`src/rtl/sc_pkg.sv`:
```
// Shared types and defaults for the stochastic-to-binary conversion scheduler.
package sc_pkg;

  typedef enum logic [1:0] {IDLE, COUNT, SCALE, DONE} sc_sched_state_t;

  localparam int SC_STREAM_LEN = 16;
  localparam int SC_MAX_W      = 8;

  // Ceiling log2; exact for the power-of-two stream lengths used here.
  function automatic int sc_log2(input int value);
    int r;
    r = 0;
    for (int i = 0; i < 31; i++) begin
      if ((1 << i) < value) r = i + 1;
    end
    return r;
  endfunction

endpackage

```
`src/rtl/sc_count_scale.sv`:
```
// Shared datapath: latches one stochastic word, counts its ones bit-serially,
// then scales the count by the latched full-scale value.
module sc_count_scale
  import sc_pkg::*;
#(
  parameter  int STREAM_LEN = SC_STREAM_LEN,
  parameter  int MAX_W      = SC_MAX_W,
  localparam int CNT_W      = $clog2(STREAM_LEN + 1),
  localparam int IDX_W      = sc_log2(STREAM_LEN),
  localparam int PROD_W     = CNT_W + MAX_W
) (
  input  logic                  clk_i,
  input  logic                  rst_n_i,
  input  logic                  start_i,
  input  logic                  step_i,
  input  logic                  scale_i,
  input  logic [STREAM_LEN-1:0] stream_i,
  input  logic [MAX_W-1:0]      maxnum_i,
  output logic                  last_bit_o,
  output logic [MAX_W-1:0]      result_o
);

  logic [STREAM_LEN-1:0] stream_q, stream_d;
  logic [MAX_W-1:0]      maxnum_q, maxnum_d;
  logic [IDX_W-1:0]      idx_q, idx_d;
  logic [CNT_W-1:0]      ones_q, ones_d;
  logic [MAX_W-1:0]      result_q, result_d;
  logic [PROD_W-1:0]     product;

  // ones never exceeds STREAM_LEN, so the shifted product always fits MAX_W.
  assign product = PROD_W'(ones_q) * PROD_W'(maxnum_q);

  always_comb begin
    stream_d = stream_q;
    maxnum_d = maxnum_q;
    idx_d    = idx_q;
    ones_d   = ones_q;
    result_d = result_q;
    if (start_i) begin
      stream_d = stream_i;
      maxnum_d = maxnum_i;
      idx_d    = '0;
      ones_d   = '0;
    end else if (step_i) begin
      ones_d = ones_q + CNT_W'(stream_q[idx_q]);
      idx_d  = idx_q + IDX_W'(1);
    end
    if (scale_i) result_d = MAX_W'(product >> IDX_W);
  end

  always_ff @(posedge clk_i or negedge rst_n_i) begin
    if (!rst_n_i) begin
      stream_q <= '0;
      maxnum_q <= '0;
      idx_q    <= '0;
      ones_q   <= '0;
      result_q <= '0;
    end else begin
      stream_q <= stream_d;
      maxnum_q <= maxnum_d;
      idx_q    <= idx_d;
      ones_q   <= ones_d;
      result_q <= result_d;
    end
  end

  assign last_bit_o = (idx_q == IDX_W'(STREAM_LEN - 1));
  assign result_o   = result_q;

endmodule

```
`src/rtl/sc_convert_sched.sv`:
```
// Round-robin scheduler sharing one count-and-scale engine between requesters.
//   state | meaning
//   IDLE  | waiting for a request; grants the next requester after the last one
//   COUNT | one stream bit accumulated per cycle
//   SCALE | ones * maxnum >> log2(STREAM_LEN) registered as the result
//   DONE  | result held on res_* until res_ready
module sc_convert_sched
  import sc_pkg::*;
#(
  parameter  int N_REQ      = 4,
  parameter  int STREAM_LEN = SC_STREAM_LEN,
  parameter  int MAX_W      = SC_MAX_W,
  localparam int ID_W       = $clog2(N_REQ)
) (
  input  logic                        clk,
  input  logic                        rst_n,
  input  logic [N_REQ-1:0]            req,
  input  logic [N_REQ*STREAM_LEN-1:0] stream_in,
  input  logic [N_REQ*MAX_W-1:0]      maxnum_in,
  output logic [N_REQ-1:0]            ack,
  output logic                        res_valid,
  input  logic                        res_ready,
  output logic [MAX_W-1:0]            res_data,
  output logic [ID_W-1:0]             res_id,
  output logic                        busy
);

  sc_sched_state_t state_q, state_d;
  logic [ID_W-1:0]  last_q, last_d;
  logic [ID_W-1:0]  gid_q, gid_d;
  logic [ID_W-1:0]  res_id_q, res_id_d;
  logic [N_REQ-1:0] ack_q, ack_d;
  logic             res_valid_q, res_valid_d;

  logic             grant_found;
  logic [ID_W-1:0]  grant_idx, cand;
  logic             start, step, scale, last_bit;

  // Search starts one past the previous grant and wraps.
  always_comb begin
    grant_found = 1'b0;
    grant_idx   = '0;
    cand        = '0;
    for (int i = 1; i <= N_REQ; i++) begin
      cand = ID_W'((int'(last_q) + i) % N_REQ);
      if (!grant_found && req[cand]) begin
        grant_found = 1'b1;
        grant_idx   = cand;
      end
    end
  end

  always_comb begin
    state_d     = state_q;
    last_d      = last_q;
    gid_d       = gid_q;
    res_id_d    = res_id_q;
    ack_d       = '0;
    res_valid_d = res_valid_q;
    start       = 1'b0;
    step        = 1'b0;
    scale       = 1'b0;
    case (state_q)
      IDLE: begin
        if (grant_found) begin
          start            = 1'b1;
          ack_d[grant_idx] = 1'b1;
          last_d           = grant_idx;
          gid_d            = grant_idx;
          state_d          = COUNT;
        end
      end
      COUNT: begin
        step = 1'b1;
        if (last_bit) state_d = SCALE;
      end
      SCALE: begin
        scale       = 1'b1;
        res_id_d    = gid_q;
        res_valid_d = 1'b1;
        state_d     = DONE;
      end
      DONE: begin
        if (res_ready) begin
          res_valid_d = 1'b0;
          state_d     = IDLE;
        end
      end
      default: state_d = IDLE;
    endcase
  end

  always_ff @(posedge clk or negedge rst_n) begin
    if (!rst_n) begin
      state_q     <= IDLE;
      last_q      <= ID_W'(N_REQ - 1);
      gid_q       <= '0;
      res_id_q    <= '0;
      ack_q       <= '0;
      res_valid_q <= 1'b0;
    end else begin
      state_q     <= state_d;
      last_q      <= last_d;
      gid_q       <= gid_d;
      res_id_q    <= res_id_d;
      ack_q       <= ack_d;
      res_valid_q <= res_valid_d;
    end
  end

  sc_count_scale #(
    .STREAM_LEN (STREAM_LEN),
    .MAX_W      (MAX_W)
  ) u_count_scale (
    .clk_i      (clk),
    .rst_n_i    (rst_n),
    .start_i    (start),
    .step_i     (step),
    .scale_i    (scale),
    .stream_i   (stream_in[grant_idx*STREAM_LEN +: STREAM_LEN]),
    .maxnum_i   (maxnum_in[grant_idx*MAX_W +: MAX_W]),
    .last_bit_o (last_bit),
    .result_o   (res_data)
  );

  assign ack       = ack_q;
  assign res_valid = res_valid_q;
  assign res_id    = res_id_q;
  assign busy      = (state_q != IDLE);

endmodule

```
`config.mk`:
```
export PLATFORM = sky130hd
export DESIGN_NAME = sc_convert_sched
export DESIGN_NICKNAME = d
export VERILOG_FILES = /design/src/rtl/sc_pkg.sv /design/src/rtl/sc_count_scale.sv /design/src/rtl/sc_convert_sched.sv
export SDC_FILE = /design/constraint.sdc
export NUM_CORES = 1
export LEC_CHECK = 0
export ABC_CLOCK_PERIOD_IN_PS = 4050
export CORE_ASPECT_RATIO = 2
export CORE_MARGIN = 2
export CORE_UTILIZATION = 44
export DETAILED_ROUTE_END_ITERATION = 6
export GPL_ROUTABILITY_DRIVEN = 0
export GPL_TIMING_DRIVEN = 0
export PLACE_DENSITY = 0.82
export SKIP_CTS_REPAIR_TIMING = 1
export SYNTH_ARGS = -nofsm -noshare
export SYNTH_HDL_FRONTEND = slang
export SYNTH_SLANG_ARGS = --single-unit
```
`constraint.sdc`:
```
create_clock -name clk -period 4.05 [get_ports clk]
set_input_delay 0.81 -clock clk [delete_from_list [all_inputs] [get_ports clk]]
set_output_delay 0.81 -clock clk [all_outputs]
set_load 0.01 [all_outputs]
```
==> flow_metrics.py <==
metrics = {
    "power": {
        "switching_share": 0.3968,
        "total_power_w": 0.002781,
        "seqPwrFrac": 0.343,
        "powerDensity_nw_per_um2": 504.7,
        "p_sw_w": 0.001103,
        "combPwrFrac": 0.501,
        "p_leak_nw": 2.533,
        "intPower_w": 0.001678,
        "peakVddDrop_uv": 365.7,
        "pwr-share-clk": 0.155,
    },
    "logic_synthesis": {
        "synth_compound_area_frac": 0.1153,
        "synth_edf_count": 0,
        "synth.area.mux_share": 0.1699,
        "yosys-top-cells-area": "dfrtp_1 33%, mux2i_1 13%, fa_1 8.0%",
        "syn_area_per_cell_sq_um": 9.907,
        "netlist_area_sq_um": 3993,
        "yosysWarnings": 0,
        "synthAdderAreaFrac": 0.1586,
        "netlist_instances": 403,
        "synth_top_flop_cell": "dfrtp_1",
        "ys_async_sr_fraction": 1.000,
        "synth_xor_xnor_area_share": 0.02632,
        "yosysSeqAreaShare": 0.3391,
        "synth_top_family_by_area": "multiplexers",
        "ys_ff_latch": 54,
        "synth_nets": 547,
        "synth_top_area_cell": "dfrtp_1",
        "netlist.area_leader.share": 0.3259,
        "synthSimpleGateAreaFrac": 0.1348,
        "synth_cell_types": 42,
    },
    "layout": {
        "diodes": 0,
        "drive_above_1_share": 0.08068,
        "area_growth_pct": 38.01,
        "final_common_cell": "clkdlybuf4s50_1",
        "final_cell_area_sq_um": 5510,
        "fin_util": 0.6198,
        "final_cell_mix": "117 x clkdlybuf4s50_1, 62 x nand2_1, 52 x mux2i_1",
        "fin_nets": 676,
    },
    "timing": {
        "layout_min_cycle_time_ns": 3.898,
        "worstMarginPinSlew_ns": 0.5844,
        "setup_violations": 0,
        "setup_ws_ns": 0.1524,
        "rsz0062_at_grt": "false",
        "fin_skew_ns": 0.007184,
        "maxSlewViolCount": 0,
        "fmax_mhz": 256.6,
        "hold_viol_final": 0,
        "holdWs_ns": 0.4844,
        "fin_crit_sh": 0.9624,
        "relSlewSlack": 0.6104,
    },
    "critical_path": {
        "worst_ep_arrival_time_ns": 4.12,
        "required_ns": 4.27,
        "crit_top_cell": "fa_1",
        "cp_max_fo": 8,
        "start_kind": "register",
        "endpoint_kind": "register",
        "critPathMaxStageDelay_ns": 0.54,
        "crit_path_top_delay_cell": "fa_1",
        "crit_chain": "and2_1 > fa_1 > fa_1 > inv_1 > fa_1 > inv_1 > ha_4 > nand2_1 > or3_4 > a2111o_1 > a21o_1 > a31oi_1",
        "worstSetupPathType": "register to register",
    },
    "die": {
        "io_pins": 119,
        "dieWidth_microns": 71.36,
        "num_rows": 49,
        "coreArea_sq_um": 8890,
        "initial_core_util": 0.4491,
        "die_area_sq_um": 9898,
        "die_y_microns": 138.7,
    },
    "global_route": {
        "antenna_found_initial": 0,
        "grt_max_degree": 34,
        "grt_pass1_wl_microns": 17350,
        "overflow": 0,
        "grt_util_all_layers": 0.2189,
        "grt_pass1_vias": 3885,
    },
    "worst_hold_path": {
        "worst_hold_path_type": "register to register",
    },
    "placement": {
        "hpwl_microns": 8528,
        "io_buffers": 118,
        "pre_cts_ws_ns": -0.1475,
        "place_area_sq_um": 5316,
    },
    "clocking": {
        "cts_root_buf": "clkbuf_16",
        "h-tree-depth": 2,
        "tritoncts": "yes",
        "cts_sinks": 54,
        "clk_path_buf_depth": 2,
        "cts_buffers": 5,
        "clk_latency_ns": 0.30,
        "path_clk_slew_ns": 0.07,
    },
    "job": {
        "max-cap-violations": 0,
    },
    "drt": {
        "num_vias": 3568,
        "drtAntennaViolNets": 0,
        "drt-total-wl_microns": 10670,
        "vias_per_cell": 5.619,
        "drtIter0Drc": 126,
        "route.detailed.drc": 0,
        "firstDrtPassIters": 4,
        "wl_per_cell_microns": 16.81,
    },
    "status": {
        "status": "finished clean",
    },
}
==> power groups by stage <==
stage          clock network [W]  registers, W  logic [W]
3_3_place_gp                   0      0.000948    0.00134
5_1_grt                 0.000455      0.000978    0.00152
3_5_place_dp                   0      0.000961    0.00139
4_1_cts                 0.000436      0.000951    0.00140
2_1_floorplan                  0      0.000920   0.000903
6_report                0.000432      0.000955    0.00139
==> cells by family (layout without fill, tap and decap cells) <==
kind of cell | after synthesis | in the layout
XOR/XNOR | 12 | 12
AO/OA/AOI/OAI | 62 | 62
multiplexers | 61 | 61
flip-flops | 54 | 54
AND/OR/NAND/NOR | 117 | 117
adder cells (fa/ha/maj) | 41 | 41
buffers and inverters | 56 | 186
==> flip-flops by register name, summed over array words and instances, names as in the netlist, 4 cells and up <==
name and count:
ack 4, u_count_scale.maxnum_q 8, u_count_scale.stream_q 16, u_count_scale.ones_q 5, u_count_scale.result_o 8, u_count_scale.idx_q 4
==> stage by stage <==
step	cells	TNS (ns)
2_1_floorplan	403	0
3_3_place_gp	623	-0.07000
3_5_place_dp	624	-0.2566
4_1_cts	632	-0.3204
5_1_grt	635	0
6_report	635	0
==> per-layer routing <==
metal	track usage	vias up	share of wire
met1	0.2204	1742	0.34
met3	0.03052	35	0.045
met5	0	-	0
met2	0.4137	125	0.58
li1	-	1666	-
met4	0.1172	0	0.037
==> area by class of cell <==
class	count	area, sq um
fillers	708	3379
multi-input cells	293	2431
flip-flops and latches	54	1358
repair buffers	125	1241
clock buffers	7	132.6
inverters	34	127.6
well taps	102	127.6
plain buffers	19	85.08
clock inverters	1	7.507
==> final timing paths <==
check	startpoint	end	slack (ns)	depth (start not counted)
setup / recovery	u_count_scale.ones_q[4]$_DFFE_PN0P_	u_count_scale.result_o[7]$_DFFE_PN0P_	0.15	12
hold / removal	u_count_scale.result_o[5]$_DFFE_PN0P_	u_count_scale.result_o[5]$_DFFE_PN0P_	0.48	2
setup reg to reg	u_count_scale.ones_q[4]$_DFFE_PN0P_	u_count_scale.result_o[7]$_DFFE_PN0P_	0.15	12
hold reg to reg	u_count_scale.result_o[5]$_DFFE_PN0P_	u_count_scale.result_o[5]$_DFFE_PN0P_	0.48	2
max in group asynchronous	rst_n	last_q[1]$_DFFE_PN1P_	2.94	2
min in group asynchronous	rst_n	u_count_scale.result_o[6]$_DFFE_PN0P_	0.49	1
==> critical path: cells and delay by family, from the launching register on <==
| kind | cells | cell delay (ns) |
|---|---|---|
| compound gates | 3 | 0.73 |
| fa+ha+maj | 4 | 1.85 |
| simple gates | 3 | 0.66 |
| flops | 1 | 0.46 |
| buf+inv | 2 | 0.12 |
==> synth_stat cells (all sizes together) (2+ instances only) <==
master and count:
o21ai 8, a31oi 3, nor3 3, nand2 62, inv 33, mux2 4
ha 25, clkbuf 13, nand4 4, nor2 17, and2 17, buf 9
fa 16, a21o 2, a21oi 9, xnor2 7, nand3 3, nor4 2
dfstp 2, nor3b 2, mux4 5, o31ai 3, mux2i 52, nand2b 4
xor2 5, o21a 4, dfrtp 52, o221ai 24, a21boi 2
Power figures use the tool's default switching activity.
